===== src/rtl/karatsuba_seq_mul.sv =====
// Sequential one-level Karatsuba multiplier. Time-multiplexes one external (N/2)x(N/2) core
// over three sub-products (z0, z2, z1) and recombines them into a 2N-bit product.
module karatsuba_seq_mul #(
    parameter int unsigned N = 64
) (
    input  logic             clk,
    input  logic             rst_n,
    input  logic             start,
    input  logic [N-1:0]     a,
    input  logic [N-1:0]     b,
    output logic             busy,
    output logic             done,
    output logic [2*N-1:0]   p,
    output logic [N/2-1:0]   mul_x,
    output logic [N/2-1:0]   mul_y,
    input  logic [N-1:0]     mul_p
);

    localparam int unsigned H    = N / 2;
    localparam int unsigned ZPad = 2 * N - (2 * H + 3);

    typedef enum logic [2:0] {
        StIdle,
        StM0,
        StM2,
        StM1,
        StCmb
    } state_e;

    state_e             state_q;
    logic [H-1:0]       a_lo_q, a_hi_q, b_lo_q, b_hi_q;
    logic [H-1:0]       sa_l_q, sb_l_q;
    logic               carry_a_q, carry_b_q;
    logic [2*H-1:0]     z0_q, z2_q;
    logic [2*H+2:0]     z1f_q;

    logic [H:0]         sum_a, sum_b, corr_sum;
    logic [2*H+2:0]     z1f_next;
    logic [2*N-1:0]     mid, p_next;

    always_comb begin
        sum_a = {1'b0, a[N-1:H]} + {1'b0, a[H-1:0]};
        sum_b = {1'b0, b[N-1:H]} + {1'b0, b[H-1:0]};

        // The core only sees the low H bits of each sum; fold the dropped carries back in.
        corr_sum = (carry_a_q ? {1'b0, sb_l_q} : '0) + (carry_b_q ? {1'b0, sa_l_q} : '0);
        z1f_next = {3'b000, mul_p}
                 + {2'b00, corr_sum, {H{1'b0}}}
                 + {2'b00, carry_a_q & carry_b_q, {(2 * H){1'b0}}};

        // Middle term may go negative with an approximate core; it simply wraps.
        mid    = {{ZPad{1'b0}}, z1f_q} - {{N{1'b0}}, z0_q} - {{N{1'b0}}, z2_q};
        p_next = {z2_q, {N{1'b0}}} + (mid << H) + {{N{1'b0}}, z0_q};
    end

    always_comb begin
        mul_x = '0;
        mul_y = '0;
        case (state_q)
            StM0: begin
                mul_x = a_lo_q;
                mul_y = b_lo_q;
            end
            StM2: begin
                mul_x = a_hi_q;
                mul_y = b_hi_q;
            end
            StM1: begin
                mul_x = sa_l_q;
                mul_y = sb_l_q;
            end
            default: begin
                mul_x = '0;
                mul_y = '0;
            end
        endcase
    end

    always_ff @(posedge clk or negedge rst_n) begin
        if (!rst_n) begin
            state_q   <= StIdle;
            busy      <= 1'b0;
            done      <= 1'b0;
            p         <= '0;
            a_lo_q    <= '0;
            a_hi_q    <= '0;
            b_lo_q    <= '0;
            b_hi_q    <= '0;
            sa_l_q    <= '0;
            sb_l_q    <= '0;
            carry_a_q <= 1'b0;
            carry_b_q <= 1'b0;
            z0_q      <= '0;
            z2_q      <= '0;
            z1f_q     <= '0;
        end else begin
            done <= 1'b0;
            case (state_q)
                StIdle: begin
                    if (start) begin
                        a_lo_q    <= a[H-1:0];
                        a_hi_q    <= a[N-1:H];
                        b_lo_q    <= b[H-1:0];
                        b_hi_q    <= b[N-1:H];
                        sa_l_q    <= sum_a[H-1:0];
                        sb_l_q    <= sum_b[H-1:0];
                        carry_a_q <= sum_a[H];
                        carry_b_q <= sum_b[H];
                        busy      <= 1'b1;
                        state_q   <= StM0;
                    end
                end
                StM0: begin
                    z0_q    <= mul_p;
                    state_q <= StM2;
                end
                StM2: begin
                    z2_q    <= mul_p;
                    state_q <= StM1;
                end
                StM1: begin
                    z1f_q   <= z1f_next;
                    state_q <= StCmb;
                end
                StCmb: begin
                    p       <= p_next;
                    done    <= 1'b1;
                    busy    <= 1'b0;
                    state_q <= StIdle;
                end
                default: begin
                    state_q <= StIdle;
                end
            endcase
        end
    end

endmodule


===== config.mk =====
export PLATFORM = sky130hd
export DESIGN_NAME = karatsuba_seq_mul
export DESIGN_NICKNAME = d
export VERILOG_FILES = /design/src/rtl/karatsuba_seq_mul.sv
export SDC_FILE = /design/constraint.sdc
export NUM_CORES = 2
export LEC_CHECK = 0
export ABC_CLOCK_PERIOD_IN_PS = 17400
export CELL_PAD_IN_SITES_DETAIL_PLACEMENT = 0
export CELL_PAD_IN_SITES_GLOBAL_PLACEMENT = 1
export CORE_MARGIN = 5
export CORE_UTILIZATION = 47
export DETAILED_ROUTE_END_ITERATION = 7
export PLACE_DENSITY_LB_ADDON = 0.1
export SETUP_SLACK_MARGIN = 0.4
export SLEW_MARGIN = 20
export SYNTH_ARGS = -nofsm -noshare
export SYNTH_HDL_FRONTEND = slang
export SYNTH_SLANG_ARGS = --single-unit

===== constraint.sdc =====
create_clock -name clk -period 17.4 [get_ports clk]
set_clock_uncertainty 0.05 [all_clocks]
set_input_delay 3.48 -clock clk [delete_from_list [all_inputs] [get_ports clk]]
set_output_delay 3.48 -clock clk [all_outputs]
set_load 0.01 [all_outputs]

After elaboration in Yosys (flattened, before gate mapping)
Index checks and enable logic that the tools add are counted.

Register bits: 522. Input bits: 195. Output and inout bits: 194. Word-level logic and storage cells: 43.

Add/subtract/negate cells: 9. Equal/unequal tests: 5. Multiplexer cells: 9. Bitwise gates (word level): 1. Reduce and logical (&&, ||, !) cells: 4.

Operator list (count): 32-bit one-hot mux with 3 select lines (2); 128-bit adder (1); 128-bit by 64-bit adder with 128-bit output (1); 32-bit by 32-bit adder with 33-bit output (3); 68-bit by 65-bit subtractor with 69-bit output (1); 67-bit by 64-bit subtractor with 68-bit output (1); 66-bit by 65-bit adder with 67-bit output (1); 64-bit by 65-bit adder with 66-bit output (1); 32-bit two-way mux (2); 3-bit one-hot mux with 4 select lines (1); 3-bit by 2-bit equality test with 1-bit output (second input constant) (2); 2-bit AND reduction (2); 3-bit by 1-bit equality test with 1-bit output (second input constant) (1); 3-bit equality test (second input constant) (1); 3-bit zero test (1); 3-bit two-way mux (1); 1-bit two-way mux (2); 2-bit != test (second input constant) (1); 1-bit one-hot mux with 2 select lines (1); 2-bit nonzero test (1); 1-bit bitwise AND (1).

Logic depth before layout (Yosys ltp)
Word-level depth: 4. Mapped depth: 48.

Worst setup path after synthesis
Ideal clock, no wire load.

Path kind: register to register. From: reg z1f_q[0]. To: reg p[124]. Data arrival time: 8.756 ns. Required time: 17.220 ns. Setup slack: 8.464 ns. Cell stages (with the launch flop): 46. Period minus slack after synthesis: 8.936 ns. Path through: dfrtp_1 -> inv_1 -> ha_1 -> inv_1 -> fa_1 -> a21oi_1 -> o22ai_1 -> o41ai_1 -> o21ba_2 -> o21a_1 -> o21a_1 -> o21ai_0 -> a21o_1 -> a21oi_1 -> o41ai_1 -> a221o_1 -> a21oi_1 -> xnor2_1 -> (+10 left out) -> o31a_1 -> o21bai_4 -> maj3_2 -> inv_1 -> ha_1 -> clkbuf_1 -> a21oi_1 -> o21bai_1 -> a21oi_1 -> o21a_1 -> o21ai_0 -> a21oi_1 -> o21ai_1 -> a311o_1 -> a21o_1 -> a221oi_2 -> xor2_1 -> o21ai_1.

Word-level cells in the longest chain between the ends: 4.

RTL lines: from (decl) (RTL line 35) `logic [2*H+2:0] z1f_q;`; from (signal assigned) (RTL line 122) `z1f_q <= z1f_next;`; 67-bit by 64-bit subtractor with 68-bit output (RTL line 52) `mid = {{ZPad{1'b0}}, z1f_q} - {{N{1'b0}}, z0_q} - {{N{1'b0}}, z2_q};`; 68-bit by 65-bit subtractor with 69-bit output (RTL line 52); 128-bit adder (RTL line 53) `p_next = {z2_q, {N{1'b0}}} + (mid << H) + {{N{1'b0}}, z0_q};`; 128-bit by 64-bit adder with 128-bit output (RTL line 53); to (signal assigned) (RTL line 126) `p <= p_next;`; to (decl) (RTL line 13) `output logic [2*N-1:0] p,`.

Every way passes these cells. A chain may end at the register's enable or synchronous reset.

Final worst setup path
From: reg z1f_q[0]. To: reg p[126].

The elaborated chain is that of the path after synthesis.

==> results.cfg <==
[worst_setup_path]
r2r_slack_ns = 6.98
slowest_delay_ns = 0.65
cp_data_arrival_time_ns = 10.86
crit_fanout = 34
crit_end = p[126]$_DFFE_PN0P_
worstReg2RegStart = z1f_q[0]$_DFFE_PN0P_
start_kind = flop
path_class = reg -> reg
required_ns = 17.84
cp-startpoint = z1f_q[0]$_DFFE_PN0P_
reg2reg_depth = 47
crit_path_end_kind = flop
r2r-end = p[126]$_DFFE_PN0P_
crit_slowest_cell = o41ai_1

[logic_synthesis]
synthArstFlopShare = 1.00
netlist_instances = 4784
synth_cell_type_count = 100
netlist.top_cell.by_area = dfrtp_1
synth_warnings = 0
synth_area_um2 = 38900
synth_area_leaders = dfrtp_1 (34%), ha_1 (12%), nand2_1 (9.8%), o21ai_0 (6.4%), xnor2_1 (4.8%)
synth.top_cell.area_share = 0.335
syn_nets = 5347
synthFlopType = dfrtp_1
ys_seq_area_frac = 0.335
postSynthAreaPerCell_um2 = 8.13
ys_ff_latch = 521
synth_edf_count = 0

[run_status]
outcome = finished clean

[layout]
layout_commonest_cell = nand2_1
register_area_um2 = 13000
synthToLayoutAreaGrowth_pct = 17.2
drive_above_1_share = 0.0494
layout.nets = 5619
layout_common_cells = nand2_1 (1012), dfrtp_1 (518), o21ai_0 (497)
multi_input_area_um2 = 24200
final.fill_count = 7886

[floorplanning]
die_x_um = 298
ios = 389
die_h_um = 298
dieArea_um2 = 88600
num_rows = 105
start_util = 0.474
fp.coreArea_um2 = 82100

[sta]
rsz0062_at_grt = false
fmax_ghz = 0.0959
hold_viol_final = 0
setup_tns_ns = 0
timing.final.crit_share = 0.599
setup_viol = 0
slew_headroom = 0.317
period_minus_slack_ns = 10.42
tightest_slew_ns = 1.02
timing.final.max_slew_violations = 0

[clock_tree]
tritoncts = done
cts.htree.levels = 2
clockBufferDepth = 3
post-cts-setup-buffers = 0
cts.clk_slew.worst_paths_ns = 0.06
cts_inserted_buffers = 59
cts_num_sinks = 521
worstSkewPairLatency_ns = 0.65
cts_resized = 0
hold_buffers = 0
cts-root-buf = clkbuf_16

[grt]
grt.total_usage = 0.274
grt_pass1_vias = 33600
grt_pass1_wl_um = 196000
antenna_found_initial = 7
grt_remaining_overflow = 0
grt_max_degree = 158

[worst_hold_path]
hp-class = reg -> reg

[placed_design]
gp_congestion = 0.985
dp_hpwl_um = 99600
io_buffers = 388

[drt]
drtIter0Drc = 1970
via_per_inst = 5.56
wl_um = 125000
post_drt_wl_per_cell_um = 20.3
vias = 34400
drtAntennaViolNets = 0
first_pass_iters = 5
drc = 0

[flow_run]
max_cap_viol_count = 0
worst max-delay path: cells and delay by family (launching register included):
family	cells	cell delay [ns]
AO/OA/AOI/OAI	33	7.15
adder cells (fa/ha/maj)	5	1.60
buffers and inverters	4	0.42
AND/OR/NAND/NOR	3	0.39
flip-flops	1	0.36
XOR/XNOR	2	0.26
worst min path at each step:
stage	from	slack, ns	depth (start not counted)	to
after floorplan	a_lo_q[0]$_DFFE_PN0P_	0.39	2	a_lo_q[0]$_DFFE_PN0P_
after global placement	b_lo_q[11]$_DFFE_PN0P_	0.40	2	b_lo_q[11]$_DFFE_PN0P_
after detailed placement	b_lo_q[19]$_DFFE_PN0P_	0.41	2	b_lo_q[19]$_DFFE_PN0P_
after CTS	b_lo_q[22]$_DFFE_PN0P_	0.42	2	b_lo_q[22]$_DFFE_PN0P_
after global routing	b_lo_q[22]$_DFFE_PN0P_	0.44	2	b_lo_q[22]$_DFFE_PN0P_
final	b_lo_q[15]$_DFFE_PN0P_	0.42	2	b_lo_q[15]$_DFFE_PN0P_
stage by stage:
stage / utilization / instance area [µm²] / hold WS [ns] / std cells / setup WS, ns
after floorplan: - / 38900 / 0.392 / 4784 / 8.46
after global placement: 0.531 / 43600 / 0.403 / 6065 / 7.23
after detailed placement: 0.531 / 43600 / 0.409 / 6065 / 7.12
after CTS: 0.555 / 45600 / 0.423 / 6173 / 7.11
after global routing: 0.555 / 45600 / 0.440 / 6176 / 5.96
final: 0.555 / 45600 / 0.416 / 6180 / 6.98
cells by family (layout without fill, tap and decap cells):
kind of cell / after synthesis / after routing / share of synthesized area
and+or+nand+nor: 1660 / 1660 / 0.185
buffers and inverters: 431 / 750 / 0.0423
other: 0 / 7 / 0
adders and majority gates: 369 / 369 / 0.120
xor gates and xnor gates: 318 / 318 / 0.0716
muxes: 70 / 70 / 0.0202
DFF: 521 / 521 / 0.335
AOI/OAI and AO/OA: 1415 / 1415 / 0.225
sequential cells by signal, indices dropped and copies added (netlist names):
register   count
sb_l_q        32
z2_q          64
carry_a_q      1
done           1
busy           1
carry_b_q      1
a_hi_q        32
b_lo_q        32
p            128
a_lo_q        32
b_hi_q        32
z1f_q         66
state_q        3
z0_q          64
sa_l_q        32
layer usage:
metal  up-vias  track usage  routed length (µm)
met5         -            0                  13
li1      17200            -                   -
met2       782        0.458               58100
met3       147       0.0324                5390
met1     16200        0.378               58100
met4         2       0.0784                3760
layout make-up:
class | instances | area share
timing repair buffer | 413 | 0.0900
inverter | 229 | 0.0189
clock inverter | 24 | 0.00560
clock buffer | 84 | 0.0380
sequential | 521 | 0.286
antenna | 7 | 0.000384
tap | 1070 | 0.0294
multi-input combinational | 3832 | 0.532
cells in the mapped netlist, types with 8 or more instances:
| cell type | count |
|---|---|
| or3_1 | 9 |
| o31ai_1 | 17 |
| a22oi_1 | 65 |
| a211o_1 | 12 |
| ha_1 | 361 |
| o21bai_1 | 75 |
| nor2b_1 | 36 |
| nand2_1 | 1013 |
| mux2_2 | 68 |
| nand3_1 | 63 |
| o31a_1 | 9 |
| or2_2 | 10 |
| a31oi_1 | 27 |
| xnor2_1 | 211 |
| and3_1 | 20 |
| nand4_1 | 60 |
| o21ai_0 | 497 |
| nand3b_1 | 10 |
| xor2_1 | 107 |
| a21oi_1 | 339 |
| o21ai_1 | 11 |
| dfrtp_1 | 521 |
| o211ai_1 | 8 |
| nor2_1 | 232 |
| o21a_1 | 53 |
| and2_1 | 79 |
| nor4_1 | 11 |
| a21boi_0 | 10 |
| o41ai_1 | 8 |
| a21o_1 | 172 |
| a211oi_1 | 24 |
| clkbuf_1 | 190 |
| nand2b_1 | 34 |
| inv_1 | 227 |
| nor3_1 | 54 |
Power is not shown: default switching activity piles up to over one toggle a cycle in this logic, so the estimate is an artifact.
